==> src/rtl/click_pkg.sv <==
// Shared types and defaults for the click-pipeline receive bridge.
package click_pkg;

  localparam int unsigned DEF_BW_DATA = 8;
  localparam int unsigned DEF_DEPTH   = 4;

  typedef enum logic [1:0] {
    IDLE,
    STALL,
    CAPT
  } state_e;

  // Pointer width: one extra wrap bit beyond the FIFO index.
  function automatic int unsigned ptr_w(input int unsigned depth);
    return $clog2(depth) + 1;
  endfunction

endpackage

==> src/rtl/click_sync.sv <==
// Reset-to-zero flop chain; the only point where the asynchronous request is sampled.
module click_sync #(
  parameter int unsigned SYNC_STAGES = 2
) (
  input  logic clk_i,
  input  logic rst_ni,
  input  logic async_i,
  output logic sync_o
);

  logic [SYNC_STAGES-1:0] sync_q;

  always_ff @(posedge clk_i or negedge rst_ni) begin
    if (!rst_ni) begin
      sync_q <= '0;
    end else begin
      sync_q <= {sync_q[SYNC_STAGES-2:0], async_i};
    end
  end

  assign sync_o = sync_q[SYNC_STAGES-1];

endmodule

==> src/rtl/click_rx_bridge.sv <==
// Bridges a 2-phase bundled-data click stage into a synchronous valid/ready stream.
module click_rx_bridge
  import click_pkg::*;
#(
  parameter  int unsigned BW_DATA     = DEF_BW_DATA,
  parameter  int unsigned DEPTH       = DEF_DEPTH,
  parameter  int unsigned SYNC_STAGES = 2,
  localparam int unsigned PW          = ptr_w(DEPTH)
) (
  input  logic               i_clk,
  input  logic               i_rstn,
  input  logic               i_reqL,
  input  logic [BW_DATA-1:0] i_data,
  output logic               o_ackL,
  output logic               o_valid,
  output logic [BW_DATA-1:0] o_data,
  input  logic               i_ready,
  output logic [PW-1:0]      o_count,
  output logic               o_full
);

  localparam int unsigned AW = PW - 1;

  state_e             state_q, state_d;
  logic               ack_q, ack_d;
  logic [PW-1:0]      wr_ptr_q, wr_ptr_d;
  logic [PW-1:0]      rd_ptr_q, rd_ptr_d;
  logic               valid_q, valid_d;
  logic               full_q, full_d;
  logic [PW-1:0]      count_q, count_d;
  logic [BW_DATA-1:0] data_q, data_d;
  logic [BW_DATA-1:0] mem_q [DEPTH];
  logic               req_s;
  logic               pending;
  logic               wr_en;
  logic               rd_en;

  click_sync #(
    .SYNC_STAGES(SYNC_STAGES)
  ) u_sync (
    .clk_i  (i_clk),
    .rst_ni (i_rstn),
    .async_i(i_reqL),
    .sync_o (req_s)
  );

  assign pending = req_s != ack_q;

  // Handshake FSM plus FIFO pointer / registered-flag next state.
  always_comb begin
    state_d  = state_q;
    ack_d    = ack_q;
    wr_en    = 1'b0;
    wr_ptr_d = wr_ptr_q;
    rd_ptr_d = rd_ptr_q;
    data_d   = data_q;

    unique case (state_q)
      IDLE: begin
        if (pending) begin
          state_d = full_q ? STALL : CAPT;
        end
      end
      STALL: begin
        if (!full_q) begin
          state_d = CAPT;
        end
      end
      CAPT: begin
        wr_en   = 1'b1;
        ack_d   = ~ack_q;
        state_d = IDLE;
      end
      default: state_d = IDLE;
    endcase

    rd_en = valid_q & i_ready;
    if (wr_en) begin
      wr_ptr_d = wr_ptr_q + PW'(1);
    end
    if (rd_en) begin
      rd_ptr_d = rd_ptr_q + PW'(1);
    end

    count_d = wr_ptr_d - rd_ptr_d;
    valid_d = wr_ptr_d != rd_ptr_d;
    full_d  = (wr_ptr_d[AW] != rd_ptr_d[AW]) &&
              (wr_ptr_d[AW-1:0] == rd_ptr_d[AW-1:0]);

    // Head bypass: a write landing on the new head slot is visible immediately.
    if (wr_en && (wr_ptr_q[AW-1:0] == rd_ptr_d[AW-1:0])) begin
      data_d = i_data;
    end else if (rd_en) begin
      data_d = mem_q[rd_ptr_d[AW-1:0]];
    end
  end

  always_ff @(posedge i_clk or negedge i_rstn) begin
    if (!i_rstn) begin
      state_q  <= IDLE;
      ack_q    <= 1'b0;
      wr_ptr_q <= '0;
      rd_ptr_q <= '0;
      valid_q  <= 1'b0;
      full_q   <= 1'b0;
      count_q  <= '0;
      data_q   <= '0;
    end else begin
      state_q  <= state_d;
      ack_q    <= ack_d;
      wr_ptr_q <= wr_ptr_d;
      rd_ptr_q <= rd_ptr_d;
      valid_q  <= valid_d;
      full_q   <= full_d;
      count_q  <= count_d;
      data_q   <= data_d;
    end
  end

  // Storage is deliberately left unreset.
  always_ff @(posedge i_clk) begin
    if (wr_en) begin
      mem_q[wr_ptr_q[AW-1:0]] <= i_data;
    end
  end

  assign o_ackL  = ack_q;
  assign o_valid = valid_q;
  assign o_data  = data_q;
  assign o_count = count_q;
  assign o_full  = full_q;

endmodule

==> config.mk <==
export PLATFORM = sky130hd
export DESIGN_NAME = click_rx_bridge
export DESIGN_NICKNAME = d
export VERILOG_FILES = /design/src/rtl/click_pkg.sv /design/src/rtl/click_sync.sv /design/src/rtl/click_rx_bridge.sv
export SDC_FILE = /design/constraint.sdc
export NUM_CORES = 1
export LEC_CHECK = 0
export BUFFER_PORTS_ARGS = -buffer_cell sky130_fd_sc_hd__buf_2
export CORE_MARGIN = 1.5
export CORE_UTILIZATION = 45
export CTS_BUF_LIST = sky130_fd_sc_hd__clkbuf_16
export DETAILED_ROUTE_END_ITERATION = 16
export HOLD_SLACK_MARGIN = 0.02
export PLACE_DENSITY = 0.66
export SKIP_CTS_REPAIR_TIMING = 1
export SYNTH_ARGS = -nofsm -noshare
export SYNTH_HDL_FRONTEND = slang
export SYNTH_SLANG_ARGS = --single-unit
==> constraint.sdc <==
create_clock -name i_clk -period 1.9 [get_ports i_clk]
set_clock_uncertainty 0.05 [all_clocks]
set_input_delay 0 -clock i_clk [delete_from_list [all_inputs] [get_ports i_clk]]
set_output_delay 0 -clock i_clk [all_outputs]
set_load 0.005 [all_outputs]
# Word-level counts from Yosys, hierarchy flattened

Memory sizes are Yosys's and may differ from the RTL's. A register that Yosys moved wholly into a read port is not among the register bits.
Cells that the tools add are included.

$add $sub $neg: 3
Equal/unequal tests: 9
Mux-type cells: 9
Bitwise gates (word level): 2
Reductions and logical operators: 6

Operators by type and width:

| cell                                           | count |
|---|---|
| adder 3 x 1 -> 3 bit (second input constant)   | 2 |
| 2-to-1 mux 2 bit                               | 3 |
| 2-to-1 mux 3 bit                               | 2 |
| == test 2 bit                                  | 2 |
| != test 2 bit (second input constant)          | 2 |
| case mux 2 bit (2 select lines)                | 1 |
| 2-to-1 mux 1 bit                               | 3 |
| != test 3 bit                                  | 1 |
| subtractor 3 bit                               | 1 |
| == test 2 x 1 -> 1 bit (second input constant) | 1 |
| == test 2 bit (second input constant)          | 1 |
| logical AND 1 bit                              | 2 |
| logical NOT 2 bit                              | 1 |
| != test 1 bit                                  | 2 |
| AND reduction 2 bit                            | 1 |
| nonzero test 2 bit                             | 1 |
| AND 1 bit                                      | 1 |
| logical NOT 1 bit                              | 1 |
| inverter 1 bit                                 | 1 |

Register bits: 16
Memory bits (writable): 32
Output and inout port bits: 14
Memories kept: 1

Memories:

| memory | words | bits a word | rd ports | clocked after memory_dff | write ports | RTL line              | RTL |
|---|---|---|---|---|---|---|---|
| mem_q  | 4     | 8           | 1        | 1                        | 1           | click_rx_bridge.sv:32 | `logic [BW_DATA-1:0] mem_q [DEPTH];` |

# Longest topological paths before layout

Depth after elaboration: 5
Gate-level depth with buffers: 9

# Hierarchy

Synthesis repeated with hierarchy kept, for this count alone.

Cells, all modules: 127
Area total of the unflattened synthesis: 2336.0 um2

Modules (own cells, without submodules):

| module          | instances | cells each | area an instance (um2) |
|---|---|---|---|
| click_rx_bridge | 1         | 125        | 2285.9 |
| click_sync      | 1         | 2          | 50.0 |

# Least setup slack after synthesis

Ideal clock, no wire load.

Path kind: flip-flop to flip-flop
Start: register rd_ptr_q[0]
End: register count_q[2] (netlist: o_count[2])
Data arrival time: 1.729 ns
Slack: 0.041 ns
Cell stages (with the launch flop): 9
Buffers on the path: 1
Path through: dfrtp_1 -> ha_1 -> buf_2 -> nand3_1 -> and2_1 -> xor2_1 -> ha_1 -> a21oi_1 -> xnor2_1

Word-level cells in the longest chain between the ends: 3

RTL lines:

| what                   | RTL line               | RTL |
|---|---|---|
| start, declared        | click_rx_bridge.sv:27  | `logic [PW-1:0] rd_ptr_q, rd_ptr_d;` |
| start signal, assigned | click_rx_bridge.sv:112 | `rd_ptr_q <= rd_ptr_d;` |
| adder 3 x 1 -> 3 bit   | click_rx_bridge.sv:82  | `rd_ptr_d = rd_ptr_q + PW'(1);` |
| 2-to-1 mux 3 bit (*)   | click_rx_bridge.sv:81  | `if (rd_en) begin` |
| subtractor 3 bit (*)   | click_rx_bridge.sv:85  | `count_d = wr_ptr_d - rd_ptr_d;` |
| named net count_d[2]   | click_rx_bridge.sv:30  | `logic [PW-1:0] count_q, count_d;` |
| end signal, assigned   | click_rx_bridge.sv:115 | `count_q <= count_d;` |
| end, declared          | click_rx_bridge.sv:30  |  |

Mark *: on every way through the listed nets, which the timed path passes. The rest lies on a longest branch.
A chain may end at the register's enable or synchronous reset.

# Worst setup path after layout

Start: register rd_ptr_q[0]
End: register data_q[2] (netlist: o_data[2]), read port of mem_q

Word-level cells in the longest chain between the ends: 5

RTL lines:

| what                         | RTL line              | RTL |
|---|---|---|
| adder 3 x 1 -> 3 bit         | click_rx_bridge.sv:82 |  |
| 2-to-1 mux 3 bit (*)         | click_rx_bridge.sv:81 |  |
| == test 2 bit                | click_rx_bridge.sv:91 | `if (wr_en && (wr_ptr_q[AW-1:0] == rd_ptr_d[AW-1:0])) begin` |
| logical AND 1 bit            | click_rx_bridge.sv:91 |  |
| nonzero test 2 bit (no line) | -                     |  |
| end, declared                | click_rx_bridge.sv:31 | `logic [BW_DATA-1:0] data_q, data_d;` |

Mark *: on every way between the ends. The rest lies on a longest branch, timed or not.

==> flow_summary.yaml <==
status:
  status: "finished clean"
cells_and_area:
  final_layout_size_suffix_gt1_frac: 0.397
  fillers: 377
  antennaDiodeCount: 0
  syn2layout_area_growth_pct: 21.6
  final_nets: 193
  utilization: 0.564
synth:
  synth_nets: 146
  synth-seq-cells: 56
  postSynthCellCount: 127
  ys.flop_type: "edfxtp_1"
  synth_area_um2: 2340
  synth_area_leaders: "edfxtp_1 41%, dfrtp_1 26%, mux4_2 7.7%"
  synth.largest_area_cell: "edfxtp_1"
  synth.most_common_cell: "edfxtp_1"
  synth.avg_cell_area_um2: 18.4
  synth_edf_count: 32
  synth_top_area_frac: 0.411
  yosysWarningCount: 0
  synth_seq_area_share: 0.668
  async_flop_share: 0.429
  ys_types: 24
  synthTopCellsByCount: "32 x edfxtp_1, 24 x dfrtp_1, 9 x mux2_2"
global_routing:
  grt_pass1_vias: 1143
  grt_max_degree: 25
  grt_use_total: 0.152
  overflow: 0
  grt_pass1_wl_um: 5890
  antenna_found_initial: 0
die:
  rows: 26
  initial_core_util: 0.463
  die_area_um2: 5630
  die_h_um: 75.1
  die_x_um: 75.1
  core_um2: 5040
  pin_count: 26
place:
  post-place-ws_ps: 38.6
  dp_hpwl_um: 2600
  io_buffers: 25
  gp_congestion: 0.701
drt:
  drcViolationCount: 0
  wl_per_cell_um: 15.8
  viasPerCell: 4.69
  ant_nets: 0
  wl_met3_um: 135
  drt_iter0_markers: 75
  vias: 1144
  route.met2.wl_um: 1910
  dr.max_layer_used: "met4"
  drt-met1-wl_um: 1760
  routed_wl_um: 3850
  first_pass_iters: 4
clock_tree:
  clk_pin_slew_worst_paths_ps: 70
  cts_tree: "built"
  clock-sinks: 56
  clk-insertion-delay-late_ps: 290
  cts_max_path_buffers: 2
  numCtsBuffers: 5
  clock-root-buffer: "clkbuf_16"
  h-tree-depth: 2
power_and_ir_drop:
  ir_drop_uv: 1060
  p_per_area_nw_per_um2: 1700
  leakage_nw: 1.18
sta:
  hold-worst-slack_ps: 34.4
  tightest_slew_ps: 575
  finalHoldViolCount: 0
  finalWorstSetupSlack_ps: 50.4
  finalSetupTns_ps: 0
  min_period_ps: 1850
  relSlewSlack: 0.617
  post-route-period-util: 0.973
  rsz0062_at_grt: "no"
  slew_viol_final: 0
  clock.fmax_mhz: 541
  setup_viol: 0
setup_path:
  cpPeakStageDelay_ps: 530
  rr_worst_depth: 4
  crit_slowest_cell: "mux4_2"
  path_cells: "buf_6, mux4_2, mux2_2, mux2_4"
  required_ps: 2020
  cp_max_fo: 10
  crit_type: "flip-flop to flip-flop"
  arrival_ps: 1970
  end_kind: "flip-flop"
  start_kind: "flip-flop"
run:
  max_cap_violations: 0
worst_hold_path:
  hold_class: "input port to flip-flop"
  min_path_cells: 3
[metrics by stage]
stage	power (W)	instances	instance area [um2]
after detailed placement	0.00396	227	2580
after global placement	0.00388	227	2580
after global routing	0.00516	244	2840
after CTS	0.00483	234	2720
final	0.00483	244	2840
after floorplan	0.00336	127	2340
[per-layer routing]
layer | vias up | global-route usage
met5 | - | 0
met4 | 0 | 0.0545
met3 | 5 | 0.0402
met2 | 26 | 0.244
met1 | 556 | 0.200
li1 | 557 | -
[path summary, 6_finish.rpt]
| path | endpoint | start | slack (ps) |
|---|---|---|---|
| max | o_data[2] | rd_ptr_q[0] | 50 |
| min | rd_ptr_q[2] | i_ready | 30 |
| max reg2reg | o_data[2] | rd_ptr_q[0] | 50 |
| min reg2reg | u_sync.sync_q[1] | u_sync.sync_q[0] | 310 |
| max in group asynchronous | o_valid | i_rstn | 1220 |
| min in group asynchronous | o_data[0] | i_rstn | 190 |
[critical path, delay by kind of cell, from the launching register on]
kind / cells / cell delay [ps]
buf+inv: 1 / 210
mux: 3 / 1060
flops: 1 / 410
[cells by family (layout without fill, tap and decap cells)]
kind of cell | count (synthesis) | after routing | synth area share
compound gates | 3 | 3 | 0.00857
fa+ha+maj | 7 | 7 | 0.0375
xor+xnor | 10 | 10 | 0.0434
buf+inv | 10 | 57 | 0.0214
flops | 56 | 56 | 0.668
mux | 25 | 25 | 0.172
simple gates | 16 | 16 | 0.0487
[cell type report]
type | instances | area [um2] | area share
Timing Repair Buffer | 43 | 289 | 0.102
Clock buffer | 5 | 125 | 0.0440
Clock inverter | 2 | 12.5 | 0.00440
Sequential cell | 56 | 1560 | 0.550
Inverter | 7 | 26.3 | 0.00925
Tap cell | 70 | 87.6 | 0.0308
Multi-Input combinational cell | 61 | 739 | 0.260
[cell usage in the layout (no fill, tap or decap), types with 2 or more instances in the layout]
cell type / n
a21oi_1: 2
nor3b_1: 2
buf_4: 7
inv_1: 7
mux4_2: 8
buf_2: 25
dlygate4sd3_1: 10
nand3_1: 4
edfxtp_1: 32
ha_1: 6
mux2_4: 8
mux2_2: 9
clkbuf_16: 5
xnor2_1: 6
and2_1: 3
dfrtp_1: 24
xor2_1: 3
[report_power, final]
part           switching [W]  leakage (nW)  internal [W]
Clock               0.000385        0.0673      0.000479
Sequential          0.000151         0.575       0.00169
Combinational       0.000924         0.541       0.00120
Total                0.00146          1.18       0.00337
[registers in the layout (all words and copies together) (netlist names)]
signal and flops:
o_count 3, o_data 8, mem_q 32, o_ackL 1, u_sync.sync_q 2, o_valid 1, o_full 1, rd_ptr_q 3
wr_ptr_q 3, state_q 2
Note: power is estimated with default switching activity, not from simulation.
